`src/rtl/nn_pkg.sv`:
```
// Shared types and constants for the neural-network sequencing and MAC datapath.
// The command struct is the record the MAC block consumes for each multiply-accumulate.
package nn_pkg;

    localparam int NN_ADDR_LEN  = 2;
    localparam int NN_DATA_LEN  = 16;
    localparam int NN_CNT_LEN   = 8;
    localparam int NN_WADDR_LEN = 12;

    // A zero neuron count marks the end of the topology list.
    localparam int TOPO_TERMINATOR = 0;

    typedef enum logic [2:0] {
        IDLE,
        RD_IN,
        WT_IN,
        RD_OUT,
        WT_OUT,
        ISSUE,
        DONE
    } seq_state_t;

    typedef struct packed {
        logic [NN_ADDR_LEN-1:0]  layer;
        logic [NN_CNT_LEN-1:0]   neuron;
        logic [NN_CNT_LEN-1:0]   in_idx;
        logic [NN_WADDR_LEN-1:0] waddr;
        logic                    first;
        logic                    last;
    } cmd_t;

endpackage

```
`src/rtl/layer_sequencer_if.sv`:
```
// Valid/ready MAC command channel between the layer sequencer (master)
// and the MAC/accumulator datapath (slave).
interface layer_sequencer_if #(
    parameter int ADDR_LEN  = 2,
    parameter int CNT_LEN   = 8,
    parameter int WADDR_LEN = 12
);

    logic                 cmd_valid;
    logic                 cmd_ready;
    logic [ADDR_LEN-1:0]  cmd_layer;
    logic [CNT_LEN-1:0]   cmd_neuron;
    logic [CNT_LEN-1:0]   cmd_input;
    logic [WADDR_LEN-1:0] cmd_waddr;
    logic                 cmd_first;
    logic                 cmd_last;

    modport master (
        output cmd_valid, cmd_layer, cmd_neuron, cmd_input, cmd_waddr, cmd_first, cmd_last,
        input  cmd_ready
    );

    modport slave (
        input  cmd_valid, cmd_layer, cmd_neuron, cmd_input, cmd_waddr, cmd_first, cmd_last,
        output cmd_ready
    );

endinterface

```
`src/rtl/nn_loop_counter.sv`:
```
// Two-level nested index counter: i (inner, input index) and j (outer, neuron index).
// wrap_o flags the final (j, i) pair so a step there returns both indices to zero.
module nn_loop_counter #(
    parameter int CNT_LEN = 8
) (
    input  logic               clk_i,
    input  logic               reset_i,
    input  logic               clear_i,
    input  logic               step_i,
    input  logic [CNT_LEN-1:0] n_in_i,
    input  logic [CNT_LEN-1:0] n_out_i,
    output logic [CNT_LEN-1:0] i_o,
    output logic [CNT_LEN-1:0] j_o,
    output logic               first_o,
    output logic               last_o,
    output logic               wrap_o
);

    logic [CNT_LEN-1:0] r_i;
    logic [CNT_LEN-1:0] r_j;
    logic [CNT_LEN-1:0] w_i_max;
    logic [CNT_LEN-1:0] w_j_max;

    assign w_i_max = n_in_i - CNT_LEN'(1);
    assign w_j_max = n_out_i - CNT_LEN'(1);

    assign i_o     = r_i;
    assign j_o     = r_j;
    assign first_o = (r_i == '0);
    assign last_o  = (r_i == w_i_max);
    assign wrap_o  = last_o && (r_j == w_j_max);

    // NOTE: clocked state uses non-blocking assignments so every register samples pre-edge values.
    always_ff @(posedge clk_i or posedge reset_i) begin
        if (reset_i) begin
            r_i <= '0;
            r_j <= '0;
        end else if (clear_i) begin
            r_i <= '0;
            r_j <= '0;
        end else if (step_i) begin
            if (last_o) begin
                r_i <= '0;
                r_j <= wrap_o ? '0 : r_j + CNT_LEN'(1);
            end else begin
                r_i <= r_i + CNT_LEN'(1);
            end
        end
    end

endmodule

```
`src/rtl/layer_sequencer.sv`:
```
// Walks the topology BRAM and issues one MAC command per (output neuron, input)
// for every adjacent layer pair, with a running weight address and first/last flags.
module layer_sequencer
    import nn_pkg::*;
#(
    parameter int ADDR_LEN  = NN_ADDR_LEN,
    parameter int DATA_LEN  = NN_DATA_LEN,
    parameter int CNT_LEN   = NN_CNT_LEN,
    parameter int WADDR_LEN = NN_WADDR_LEN
) (
    input  logic                clk_i,
    input  logic                reset_i,
    input  logic                start_i,
    output logic                busy_o,
    output logic                done_o,
    output logic                err_o,
    output logic                topo_ena_o,
    output logic [ADDR_LEN-1:0] topo_addr_o,
    input  logic [DATA_LEN-1:0] topo_data_i,
    layer_sequencer_if.master   cmd_if
);

    // Source layer index of the final possible pair (destination is the last BRAM word).
    localparam logic [ADDR_LEN-1:0] LAST_SRC_LAYER = ADDR_LEN'((2 ** ADDR_LEN) - 2);

    seq_state_t           r_state;
    seq_state_t           w_next;
    logic [ADDR_LEN-1:0]  r_l;
    logic [CNT_LEN-1:0]   r_n_in;
    logic [CNT_LEN-1:0]   r_n_out;
    logic [WADDR_LEN-1:0] r_waddr;
    logic                 r_err;

    logic                 w_zero;
    logic                 w_oversize;
    logic                 w_last_pair;
    logic                 w_clear;
    logic                 w_step;
    logic [CNT_LEN-1:0]   w_i;
    logic [CNT_LEN-1:0]   w_j;
    logic                 w_first;
    logic                 w_last;
    logic                 w_wrap;

    assign w_zero      = (topo_data_i == DATA_LEN'(TOPO_TERMINATOR));
    assign w_oversize  = |topo_data_i[DATA_LEN-1:CNT_LEN];
    assign w_last_pair = (r_l == LAST_SRC_LAYER);
    assign err_o       = r_err;

    nn_loop_counter #(
        .CNT_LEN (CNT_LEN)
    ) u_loop (
        .clk_i   (clk_i),
        .reset_i (reset_i),
        .clear_i (w_clear),
        .step_i  (w_step),
        .n_in_i  (r_n_in),
        .n_out_i (r_n_out),
        .i_o     (w_i),
        .j_o     (w_j),
        .first_o (w_first),
        .last_o  (w_last),
        .wrap_o  (w_wrap)
    );

    always_ff @(posedge clk_i or posedge reset_i) begin
        if (reset_i) begin
            r_state <= IDLE;
        end else begin
            r_state <= w_next;
        end
    end

    // NOTE: every output of this block gets a default first, so no path can infer a latch.
    always_comb begin
        w_next            = r_state;
        busy_o            = (r_state != IDLE);
        done_o            = 1'b0;
        topo_ena_o        = 1'b0;
        topo_addr_o       = '0;
        w_clear           = 1'b0;
        w_step            = 1'b0;
        cmd_if.cmd_valid  = 1'b0;
        cmd_if.cmd_layer  = '0;
        cmd_if.cmd_neuron = '0;
        cmd_if.cmd_input  = '0;
        cmd_if.cmd_waddr  = '0;
        cmd_if.cmd_first  = 1'b0;
        cmd_if.cmd_last   = 1'b0;

        case (r_state)
            IDLE: begin
                if (start_i) w_next = RD_IN;
            end
            RD_IN: begin
                topo_ena_o = 1'b1;
                w_next     = WT_IN;
            end
            WT_IN: begin
                w_next = (w_zero || w_oversize) ? DONE : RD_OUT;
            end
            RD_OUT: begin
                topo_ena_o  = 1'b1;
                topo_addr_o = r_l + ADDR_LEN'(1);
                w_next      = WT_OUT;
            end
            WT_OUT: begin
                if (w_zero || w_oversize) begin
                    w_next = DONE;
                end else begin
                    w_clear = 1'b1;
                    w_next  = ISSUE;
                end
            end
            ISSUE: begin
                // Fields are gated to zero outside ISSUE so idle outputs read as all-zero.
                cmd_if.cmd_valid  = 1'b1;
                cmd_if.cmd_layer  = r_l + ADDR_LEN'(1);
                cmd_if.cmd_neuron = w_j;
                cmd_if.cmd_input  = w_i;
                cmd_if.cmd_waddr  = r_waddr;
                cmd_if.cmd_first  = w_first;
                cmd_if.cmd_last   = w_last;
                if (cmd_if.cmd_ready) begin
                    w_step = 1'b1;
                    if (w_wrap) w_next = w_last_pair ? DONE : RD_OUT;
                end
            end
            DONE: begin
                done_o = 1'b1;
                w_next = IDLE;
            end
            default: w_next = IDLE;
        endcase
    end

    always_ff @(posedge clk_i or posedge reset_i) begin
        if (reset_i) begin
            r_l     <= '0;
            r_n_in  <= '0;
            r_n_out <= '0;
            r_waddr <= '0;
            r_err   <= 1'b0;
        end else begin
            case (r_state)
                IDLE: begin
                    if (start_i) begin
                        r_err   <= 1'b0;
                        r_waddr <= '0;
                        r_l     <= '0;
                    end
                end
                WT_IN: begin
                    r_n_in <= topo_data_i[CNT_LEN-1:0];
                    if (w_zero || w_oversize) r_err <= 1'b1;
                end
                WT_OUT: begin
                    r_n_out <= topo_data_i[CNT_LEN-1:0];
                    // A zero right after layer 0 means fewer than two layers; later it terminates.
                    if (w_oversize || (w_zero && (r_l == '0))) r_err <= 1'b1;
                end
                ISSUE: begin
                    if (cmd_if.cmd_ready) begin
                        r_waddr <= r_waddr + WADDR_LEN'(1);
                        if (w_wrap && !w_last_pair) begin
                            r_n_in <= r_n_out;
                            r_l    <= r_l + ADDR_LEN'(1);
                        end
                    end
                end
                default: ;
            endcase
        end
    end

endmodule

```
`src/flat_wrapper.sv`:
```
// flat-port wrapper written by rule: the top's interface ports become plain ports
module layer_sequencer_flat import nn_pkg::*;
#(
    parameter int ADDR_LEN  = NN_ADDR_LEN,
    parameter int DATA_LEN  = NN_DATA_LEN,
    parameter int CNT_LEN   = NN_CNT_LEN,
    parameter int WADDR_LEN = NN_WADDR_LEN
)
  (clk_i, reset_i, start_i, busy_o, done_o, err_o, topo_ena_o, topo_addr_o, topo_data_i, cmd_if_cmd_valid, cmd_if_cmd_layer, cmd_if_cmd_neuron, cmd_if_cmd_input, cmd_if_cmd_waddr, cmd_if_cmd_first, cmd_if_cmd_last, cmd_if_cmd_ready);
  layer_sequencer_if #(.ADDR_LEN(ADDR_LEN), .CNT_LEN(CNT_LEN), .WADDR_LEN(WADDR_LEN)) cmd_if_i ();
  input  logic clk_i;
  input  logic reset_i;
  input  logic start_i;
  output logic busy_o;
  output logic done_o;
  output logic err_o;
  output logic topo_ena_o;
  output logic [ADDR_LEN-1:0] topo_addr_o;
  input  logic [DATA_LEN-1:0] topo_data_i;
  output wire logic [$bits(cmd_if_i.cmd_valid)-1:0] cmd_if_cmd_valid;
  output wire logic [$bits(cmd_if_i.cmd_layer)-1:0] cmd_if_cmd_layer;
  output wire logic [$bits(cmd_if_i.cmd_neuron)-1:0] cmd_if_cmd_neuron;
  output wire logic [$bits(cmd_if_i.cmd_input)-1:0] cmd_if_cmd_input;
  output wire logic [$bits(cmd_if_i.cmd_waddr)-1:0] cmd_if_cmd_waddr;
  output wire logic [$bits(cmd_if_i.cmd_first)-1:0] cmd_if_cmd_first;
  output wire logic [$bits(cmd_if_i.cmd_last)-1:0] cmd_if_cmd_last;
  input wire logic [$bits(cmd_if_i.cmd_ready)-1:0] cmd_if_cmd_ready;
  assign cmd_if_cmd_valid = cmd_if_i.cmd_valid;
  assign cmd_if_cmd_layer = cmd_if_i.cmd_layer;
  assign cmd_if_cmd_neuron = cmd_if_i.cmd_neuron;
  assign cmd_if_cmd_input = cmd_if_i.cmd_input;
  assign cmd_if_cmd_waddr = cmd_if_i.cmd_waddr;
  assign cmd_if_cmd_first = cmd_if_i.cmd_first;
  assign cmd_if_cmd_last = cmd_if_i.cmd_last;
  assign cmd_if_i.cmd_ready = cmd_if_cmd_ready;
  layer_sequencer #(.ADDR_LEN(ADDR_LEN), .DATA_LEN(DATA_LEN), .CNT_LEN(CNT_LEN), .WADDR_LEN(WADDR_LEN)) u_core (.clk_i(clk_i), .reset_i(reset_i), .start_i(start_i), .busy_o(busy_o), .done_o(done_o), .err_o(err_o), .topo_ena_o(topo_ena_o), .topo_addr_o(topo_addr_o), .topo_data_i(topo_data_i), .cmd_if(cmd_if_i));
endmodule
```
`config.mk`:
```
export PLATFORM = sky130hd
export DESIGN_NAME = layer_sequencer_flat
export DESIGN_NICKNAME = d
export VERILOG_FILES = /design/src/rtl/nn_pkg.sv /design/src/rtl/layer_sequencer_if.sv /design/src/rtl/nn_loop_counter.sv /design/src/rtl/layer_sequencer.sv /design/src/flat_wrapper.sv
export SDC_FILE = /design/constraint.sdc
export NUM_CORES = 1
export LEC_CHECK = 0
export BUFFER_PORTS_ARGS = -buffer_cell sky130_fd_sc_hd__clkbuf_2
export CAP_MARGIN = 20
export CORE_MARGIN = 4
export CORE_UTILIZATION = 47
export CTS_CLUSTER_DIAMETER = 50
export DETAILED_ROUTE_END_ITERATION = 7
export HOLD_SLACK_MARGIN = 0.08
export PLACE_DENSITY = 0.74
export SYNTH_ARGS = -nofsm -noshare
export SYNTH_HDL_FRONTEND = slang
export SYNTH_HIERARCHICAL = 1
export SYNTH_SLANG_ARGS = --single-unit
```
`constraint.sdc`:
```
create_clock -name clk_i -period 2.9 [get_ports clk_i]
set_input_delay 0.58 -clock clk_i [delete_from_list [all_inputs] [get_ports clk_i]]
set_output_delay 0.58 -clock clk_i [all_outputs]
set_load 0.1 [all_outputs]
```
==> results of run 1 <==
logic make-up after synthesis:
| group | share of synthesized area [%] |
|---|---|
| adder cells (fa/ha/maj) | 3.15 |
| multiplexers | 6.09 |
| flip-flops | 35.8 |
| AND/OR/NAND/NOR | 26.5 |
| AO/OA/AOI/OAI | 16.6 |
| buffers and inverters | 5.91 |
| XOR/XNOR | 5.98 |
power by group through the flow:
| stage | Sequential (W) | Combinational, W | Clock [W] |
|---|---|---|---|
| 5_1_grt | 0.00118 | 0.00239 | 0.000464 |
| 4_1_cts | 0.00113 | 0.00210 | 0.000431 |
| 2_1_floorplan | 0.00109 | 0.00157 | 0 |
| 3_3_place_gp | 0.00114 | 0.00201 | 0 |
| 3_5_place_dp | 0.00115 | 0.00206 | 0 |
| 6_report | 0.00115 | 0.00221 | 0.000421 |
sequential cells by signal, indices dropped and copies added (netlist names):
register and flops:
u_core/err_o 1, u_core/r_l 2, u_core/r_n_in 8, u_core/r_n_out 8, u_core/r_state 3, u_core/r_waddr 12
u_core/u_loop/i_o 8, u_core/u_loop/j_o 8
area by class of cell:
class | count | area, um^2
multi-input combinational | 299 | 2130
inverter | 34 | 128
tap | 99 | 124
clock buffer | 5 | 68.8
sequential | 50 | 1250
timing repair buffer | 76 | 816
fill | 588 | 2710
clock inverter | 3 | 21.3
per-stage QoR:
step                instance area (um^2)  hold slack, ns  instances  utilization [%]
floorplan                           3520           0.470        399                -
global route                        4540           0.372        566             62.6
global placement                    4340           0.482        553             59.9
CTS                                 4450           0.353        562             61.3
finish                              4540           0.333        566             62.6
detailed placement                  4340           0.495        553             59.9
layout by cell type (no fill, tap or decap), types with 3 or more instances in the layout:
master	count
and2_2	4
clkbuf_8	5
nor4_1	4
xnor2_1	15
nand4_1	7
mux2i_1	10
mux2_2	10
buf_12	26
o211ai_1	4
nand3b_1	4
nand3_1	14
ha_1	7
clkbuf_2	32
inv_1	33
buf_4	18
nor2_1	27
a21o_1	3
nor3_2	3
and4b_1	3
nand2_1	31
nor3_1	3
a21oi_1	19
xor2_1	5
and2_4	7
o21ai_0	18
and2_1	19
a31oi_1	3
nand2b_1	9
o22ai_1	8
dfrtp_1	50
and3_1	5
nor2_2	3
critical path, delay by kind of cell, from the launching register on:
kind / cells / cell delay (ns)
flops: 1 / 0.41
simple gates: 3 / 0.55
compound gates: 1 / 0.15
fa+ha+maj: 2 / 0.52
buf+inv: 2 / 0.26
layer usage:
metal / track usage, % / vias up / wire [um]
li1: - / 1535 / -
met1: 27.0 / 1556 / 3830
met2: 34.4 / 90 / 4320
met3: 3.45 / 13 / 411
met4: 6.98 / 0 / 153
met5: 0 / - / 0
path summary, 6_finish.rpt:
| check | startpoint | end | slack (ns) | cells past startpoint |
|---|---|---|---|---|
| hold reg to reg | u_core/err_o | u_core/err_o | 0.51 | 1 |
| setup / recovery | u_core/r_n_in[0] | cmd_if_cmd_last | 0.12 | 8 |
| max in group asynchronous | reset_i | u_core/u_loop/i_o[1] | 2.15 | 2 |
| setup reg to reg | u_core/r_n_out[0] | u_core/r_n_in[6] | 0.23 | 13 |
| hold / removal | reset_i | u_core/u_loop/i_o[0] | 0.33 | 2 |
| min in group clk_i | u_core/err_o | u_core/err_o | 0.51 | 1 |
repair_timing:
item	4_1_cts	5_1_grt
gates cloned	0	0
endpoints found under the setup margin	2	13
pin swaps	1	6
resized for setup	3	13
setup buffers	1	4
==> results.py, run 1 <==
metrics = {
    "floorplan": {
        "dieArea_um2": 8870,
        "initial_core_util_pct": 48.1,
        "rows": 31,
        "core_um2": 7250,
        "io_pins": 59,
        "die_w_um": 94.2,
        "die_h_um": 94.2,
    },
    "cts": {
        "cts_tree": "yes",
        "clk_pin_slew_worst_paths_ns": 0.10,
        "insertion_delay_ns": 0.31,
        "clock_sinks": 50,
        "cts_max_path_buffers": 2,
        "cts_hold_buf": 0,
        "cts_buffers": 5,
        "cts_max_level": 2,
        "cts_root_buf": "clkbuf_8",
    },
    "global_route": {
        "grt_pass1_vias": 3096,
        "grt_start_max_net_pins": 40,
        "grt_pass1_wl_um": 14600,
        "overflow": 0,
        "antenna_found_initial": 0,
        "track_usage_pct": 20.6,
    },
    "detailed_routing": {
        "first_pass_iters": 4,
        "drc": 0,
        "drt_iter0_drc": 218,
        "wl_per_cell_um": 15.4,
        "vias": 3194,
        "drt.antenna.violating_nets": 0,
        "viasPerCell": 5.64,
        "routed_wl_um": 8720,
    },
    "timing": {
        "rsz0062_at_grt": "false",
        "layout_setup_ws_ns": 0.116,
        "period_needed_ns": 2.78,
        "maxSlewHeadroom_pct": 42.9,
        "slew_viol_final": 0,
        "fin_setup_tns_ns": 0,
        "period_share_pct": 96.0,
        "worst_clock_skew_ns": 0.00867,
        "finalHoldViolCount": 0,
        "fmax_ghz": 0.359,
        "setup_viol": 0,
        "worstMarginPinSlew_ns": 0.855,
    },
    "logic_synthesis": {
        "syn-num-nets": 427,
        "synth.distinct_cells": 68,
        "synth_top_area_share_pct": 35.8,
        "synth_top_cell_by_area": "dfrtp_1",
        "yosysSeqAreaShare_pct": 35.8,
        "synth_area_leaders": "dfrtp_1, and2_1, xnor2_1, inv_1, nand2_1",
        "post_synth.cell_area_avg_um2": 8.75,
        "synth_most_common_cell": "dfrtp_1",
        "synth-async-reset-ratio_pct": 100,
        "ys_ff_latch": 50,
        "synth_common_cells": "dfrtp_1, inv_1, nand2_1, nor2_1, and2_1",
        "synth_edf_count": 0,
        "synth_cells": 399,
        "synth_ff_type": "dfrtp_1",
        "synth_area_um2": 3490,
        "yosys_warnings": 6,
    },
    "setup_path": {
        "crit_path_end_kind": "output port",
        "cp_cell_sequence": "inv_1 > ha_4 > maj3_1 > a2bb2oi_1 > nor2_1 > and3_4 > and2_4 > buf_12",
        "path_class": "flop to output port",
        "critical_path.max_fanout": 4,
        "worst_ep_required_time_ns": 2.32,
        "start_kind": "flop",
        "arrival_ns": 2.20,
        "critPathMaxStageDelay_ns": 0.41,
        "crit_path_top_delay_cell": "dfrtp_1",
    },
    "layout": {
        "fin_nets": 494,
        "layout-drive-gt1-share_pct": 28.5,
        "insertedDiodeCount": 0,
        "syn_to_final_growth_pct": 30.1,
    },
    "pwr": {
        "clockPowerShare_pct": 11.1,
        "power_frac_comb_pct": 58.4,
        "seqPwrFrac_pct": 30.4,
        "vdd_drop_max_uv": 440,
        "power_w": 0.00378,
        "power.density_nw_per_um2": 832,
        "p_leak_nw": 1.95,
        "p_sw_w": 0.00185,
        "swShare_pct": 49.1,
        "p_int_w": 0.00192,
    },
    "place": {
        "gp_congestion": 0.785,
        "place_hpwl_um": 6380,
        "pre_cts_slack_ns": 0.0311,
        "port_buffers": 58,
    },
    "flow_run": {
        "max_cap_violations": 0,
    },
    "status": {
        "status": "finished clean",
    },
    "hold_path": {
        "hold_class": "input pin to asynchronous set/reset pin",
    },
}
No activity file was read; power rests on OpenSTA's default activity.
==> inputs of run 2 (changes only) <==
CORE_UTILIZATION = 51   (was 47)
PLACE_DENSITY = 0.79   (was 0.74)
==> run 2 against run 1 <==
Effect of this change:
- global-route usage up 0.87 points
- clock-buffer cell count rose by 2
- routed wire length is 3.7% higher
- largest cell class unchanged
- clock power rose by 4%
- via count is 1.1% higher
- die area down 7.2%
- register-to-register slack worse by 0.18 ns
- setup slack lost 0.077 ns
- combinational power shrank 2%
- utilization is 6.8 points higher
- clock skew shrank 0.0028 ns
==> results.py, run 2 (synthesis gave the netlist of run 1 again) <==
metrics = {
    "pwr": {
        "power_w": 0.00379,
        "p_leak_nw": 1.96,
        "power.density_nw_per_um2": 840,
        "vdd_drop_max_uv": 718,
    },
    "detailed_routing": {
        "drt.antenna.violating_nets": 0,
        "first_pass_iters": 5,
        "vias": 3228,
        "drc": 0,
        "viasPerCell": 5.91,
        "routed_wl_um": 9040,
        "wl_per_cell_um": 16.6,
        "drt_iter0_drc": 225,
    },
    "timing": {
        "fin_setup_tns_ns": 0,
        "slew_viol_final": 0,
        "maxSlewHeadroom_pct": 55.1,
        "setup_viol": 0,
        "layout_setup_ws_ns": 0.0397,
        "worst_clock_skew_ns": 0.00591,
        "finalHoldViolCount": 0,
        "period_share_pct": 98.6,
        "period_needed_ns": 2.86,
        "worstMarginPinSlew_ns": 0.656,
        "fmax_ghz": 0.350,
    },
    "setup_path": {
        "critical_path.max_fanout": 6,
        "arrival_ns": 2.28,
        "reg2reg_to": "u_core/r_n_in[2]",
        "worst_ep_required_time_ns": 2.32,
        "reg2reg_setup_slack_ns": 0.05,
        "start_kind": "flop",
        "path_class": "flop to output port",
        "ff2ff_path_depth": 12,
        "cp-endpoint": "cmd_if_cmd_last",
        "r2r-start": "u_core/r_n_out[0]",
        "crit_path_start": "u_core/u_loop/i_o[7]",
        "crit_path_end_kind": "output port",
    },
    "layout": {
        "fin_nets": 496,
        "syn_to_final_growth_pct": 29.1,
        "layout_common_cells": "dfrtp_1, inv_1, clkbuf_2",
        "insertedDiodeCount": 0,
        "largest_register": "u_core/r_waddr",
        "final_cells": 546,
        "largest_reg_flops": 12,
        "layout-drive-gt1-share_pct": 28.4,
        "final_common_cell": "dfrtp_1",
        "fin_area_um2": 4510,
    },
    "cts": {
        "clock_sinks": 50,
        "clk_pin_slew_worst_paths_ns": 0.10,
        "insertion_delay_ns": 0.31,
        "cts_root_buf": "clkbuf_8",
        "cts_buffers": 5,
        "cts_tree": "yes",
        "cts_max_path_buffers": 2,
        "cts_max_level": 2,
    },
    "global_route": {
        "grt_pass1_wl_um": 14700,
        "overflow": 0,
        "antenna_found_initial": 0,
        "track_usage_pct": 21.5,
        "grt_start_max_net_pins": 40,
        "grt_pass1_vias": 3099,
    },
    "place": {
        "pre_cts_slack_ns": -0.0853,
        "place_inst": 532,
        "place_hpwl_um": 6460,
        "place_area_um2": 4320,
        "gp_congestion": 0.855,
        "port_buffers": 58,
    },
    "hold_path": {
        "hold_class": "input pin to asynchronous set/reset pin",
    },
    "floorplan": {
        "die_w_um": 90.8,
        "io_pins": 59,
        "rows": 29,
        "initial_core_util_pct": 53.8,
        "die_h_um": 90.8,
        "core_um2": 6490,
        "dieArea_um2": 8240,
    },
    "flow_run": {
        "max_cap_violations": 0,
    },
    "status": {
        "status": "finished clean",
    },
}
run 2: metal layers:
metal,part of all wire [%],global-route usage [%]
met1,44,28.0
met2,49,36.5
met3,5.4,3.08
met4,1.7,7.02
met5,0,0
run 2: cell type report:
type / instances / area [um^2]
fillers: 457 / 1990
inverters: 34 / 128
repair buffers: 78 / 831
multi-input cells: 299 / 2110
clock inverters: 1 / 5.00
well taps: 77 / 96.3
clock buffers: 7 / 86.3
flip-flops and latches: 50 / 1250
run 2: power breakdown:
group | switching (W) | internal, W
sequential | 0.000307 | 0.000872
clock | 0.000245 | 0.000193
combinational | 0.00131 | 0.000855
run 2: worst max-delay path: stages (launching register included):
cell and delay [ns]:
dfrtp_1 0.49, xnor2_1 0.41, and4b_1 0.25, o211ai_1 0.08, nand3_1 0.15, and3_4 0.22, and2_2 0.17, buf_12 0.17
run 2: worst min path at each step:
stage	end	slack [ns]	cells past startpoint
global placement	u_core/err_o	0.49	1
finish	u_core/u_loop/j_o[5]	0.33	2
global route	u_core/u_loop/j_o[2]	0.38	2
detailed placement	u_core/err_o	0.49	1
CTS	u_core/u_loop/j_o[2]	0.35	2
floorplan	u_core/r_n_in[7]	0.47	2
run 2: timing repair:
item / 4_1_cts / 5_1_grt
setup buffers: 0 / 6
hold buffers: 0 / 0
setup endpoints to repair: 6 / 14
gates cloned: 0 / 0
resized for setup: 5 / 9
pin swaps: 1 / 4
endpoints found under the hold margin: 0 / 0
run 2: through the flow:
stage               hold WS (ns)  util, %
global route               0.385     69.4
floorplan                  0.470        -
CTS                        0.351     68.2
global placement           0.490     66.5
finish                     0.327     69.4
detailed placement         0.486     66.5
==> inputs of run 3 (changes only) <==
PLACE_DENSITY = 0.76   (was 0.79)
==> run 3 against run 2 <==
Effect of this change:
- final area fell by 0.69%
- via count fell by 1.5%
- register-to-register slack improved by 0.16 ns
- routed wire length fell by 4.5%
- sequential power barely moved
- largest cell class unchanged
==> results.py, run 3 (synthesis gave the netlist of run 1 again) <==
metrics = {
    "layout": {
        "fin_area_um2": 4480,
        "fin_nets": 492,
        "syn_to_final_growth_pct": 28.2,
        "layout_common_cells": "dfrtp_1, inv_1, clkbuf_2",
        "seqCellArea_um2": 1250,
        "nFillCells": 506,
        "layout-drive-gt1-share_pct": 28.0,
        "multi_input_area_um2": 2120,
        "largest_register": "u_core/r_waddr",
        "largest_reg_flops": 12,
        "final_common_cell": "dfrtp_1",
        "final_cells": 541,
        "fin_util_pct": 68.9,
        "insertedDiodeCount": 0,
    },
    "timing": {
        "setup_viol": 0,
        "period_needed_ns": 2.82,
        "fmax_ghz": 0.354,
        "period_share_pct": 97.4,
        "worst_clock_skew_ns": 0.0118,
        "maxSlewHeadroom_pct": 40.4,
        "slew_viol_final": 0,
        "worstMarginPinSlew_ns": 0.892,
        "finalHoldViolCount": 0,
        "fin_setup_tns_ns": 0,
    },
    "floorplan": {
        "core_um2": 6490,
        "rows": 29,
        "initial_core_util_pct": 53.8,
        "dieArea_um2": 8240,
        "io_pins": 59,
        "die_h_um": 90.8,
        "die_w_um": 90.8,
    },
    "pwr": {
        "p_leak_nw": 1.95,
        "p_sw_w": 0.00183,
        "power_frac_comb_pct": 57.4,
        "seqPwrFrac_pct": 31.6,
        "clockPowerShare_pct": 11.0,
        "swShare_pct": 49.2,
        "power_w": 0.00372,
        "power.density_nw_per_um2": 832,
        "p_int_w": 0.00189,
        "vdd_drop_max_uv": 730,
    },
    "place": {
        "place_area_um2": 4320,
        "place_inst": 532,
        "gp_congestion": 0.863,
        "place_hpwl_um": 6530,
        "port_buffers": 58,
    },
    "detailed_routing": {
        "drc": 0,
        "routed_wl_um": 8640,
        "drt_iter0_drc": 129,
        "first_pass_iters": 5,
        "drt.antenna.violating_nets": 0,
        "wl_per_cell_um": 16.0,
        "viasPerCell": 5.88,
        "vias": 3179,
    },
    "cts": {
        "cts_tree": "yes",
        "cts_root_buf": "clkbuf_8",
        "insertion_delay_ns": 0.31,
        "clk_pin_slew_worst_paths_ns": 0.10,
        "cts_max_level": 2,
        "clock_sinks": 50,
        "cts_max_path_buffers": 2,
        "cts_buffers": 5,
        "cts_hold_buf": 0,
    },
    "flow_run": {
        "max_cap_violations": 0,
    },
    "global_route": {
        "antenna_found_initial": 0,
        "track_usage_pct": 21.5,
        "grt_start_max_net_pins": 35,
        "grt_pass1_vias": 3130,
        "grt_pass1_wl_um": 14800,
        "overflow": 0,
    },
    "setup_path": {
        "arrival_ns": 2.24,
        "worst_ep_required_time_ns": 2.32,
        "path_class": "flop to output port",
        "crit_path_end_kind": "output port",
        "start_kind": "flop",
        "critical_path.max_fanout": 5,
    },
    "hold_path": {
        "hold_class": "input pin to asynchronous set/reset pin",
    },
    "status": {
        "status": "finished clean",
    },
}
run 3: cell count changes in the layout (fill, tap and decap cells not counted), moves of 2 or more:
cell | previous run | this run
buf_4 | 20 | 16
ha_1 | 6 | 8
ha_2 | 2 | 0
xnor2_1 | 16 | 14
xnor2_2 | 0 | 2
run 3: final cells by class:
type,count,area share (%)
timing repair buffer,74,17.9
sequential,50,27.9
multi-input combinational,299,47.3
clock buffer,5,1.54
clock inverter,2,0.307
inverter,34,2.85
tap,77,2.15
run 3: path summary, 6_finish.rpt:
check / start / to / slack, ns / depth (start not counted)
max: u_core/r_n_in[1] / cmd_if_cmd_last / 0.08 / 8
min: reset_i / u_core/u_loop/j_o[2] / 0.33 / 2
max reg2reg: u_core/r_n_out[4] / u_core/r_n_in[4] / 0.21 / 10
min reg2reg: u_core/err_o / u_core/err_o / 0.54 / 1
max in group asynchronous: reset_i / u_core/u_loop/j_o[3] / 2.17 / 2
min in group clk_i: u_core/err_o / u_core/err_o / 0.54 / 1
run 3: layer usage:
metal	vias up	wire length, um	GRT usage, %	part of all wire [%]
met5	-	0	0	0
met1	1538	3810	28.2	44
met3	14	393	3.92	4.6
met4	0	165	6.76	1.9
met2	97	4270	35.9	49
li1	1530	-	-	-
run 3: power by group through the flow:
stage               clock (W)  sequential [W]  combinational, W
global route         0.000452         0.00121           0.00231
detailed placement          0         0.00117           0.00205
global placement            0         0.00116           0.00199
floorplan                   0         0.00109           0.00157
finish               0.000410         0.00118           0.00214
CTS                  0.000421         0.00115           0.00206
run 3: what timing repair did:
action / CTS / global route
pin swaps: 0 / 2
gates resized for setup: 2 / 13
cloned: 0 / 0
setup buffers: 0 / 2
setup endpoints to repair: 1 / 12
run 3: critical path: stages (launching register included):
cell,delay (ns)
dfrtp_1,0.40
inv_1,0.06
ha_1,0.21
maj3_1,0.37
a2bb2oi_1,0.15
nor2_2,0.17
and3_4,0.24
and2_4,0.16
buf_12,0.17
run 3: per-stage QoR:
step	setup WS, ns	hold slack [ns]
after CTS	0.00140	0.340
after global placement	0.117	0.496
final	0.0763	0.328
after detailed placement	0.0271	0.496
after floorplan	-0.143	0.470
after global routing	-0.0314	0.390
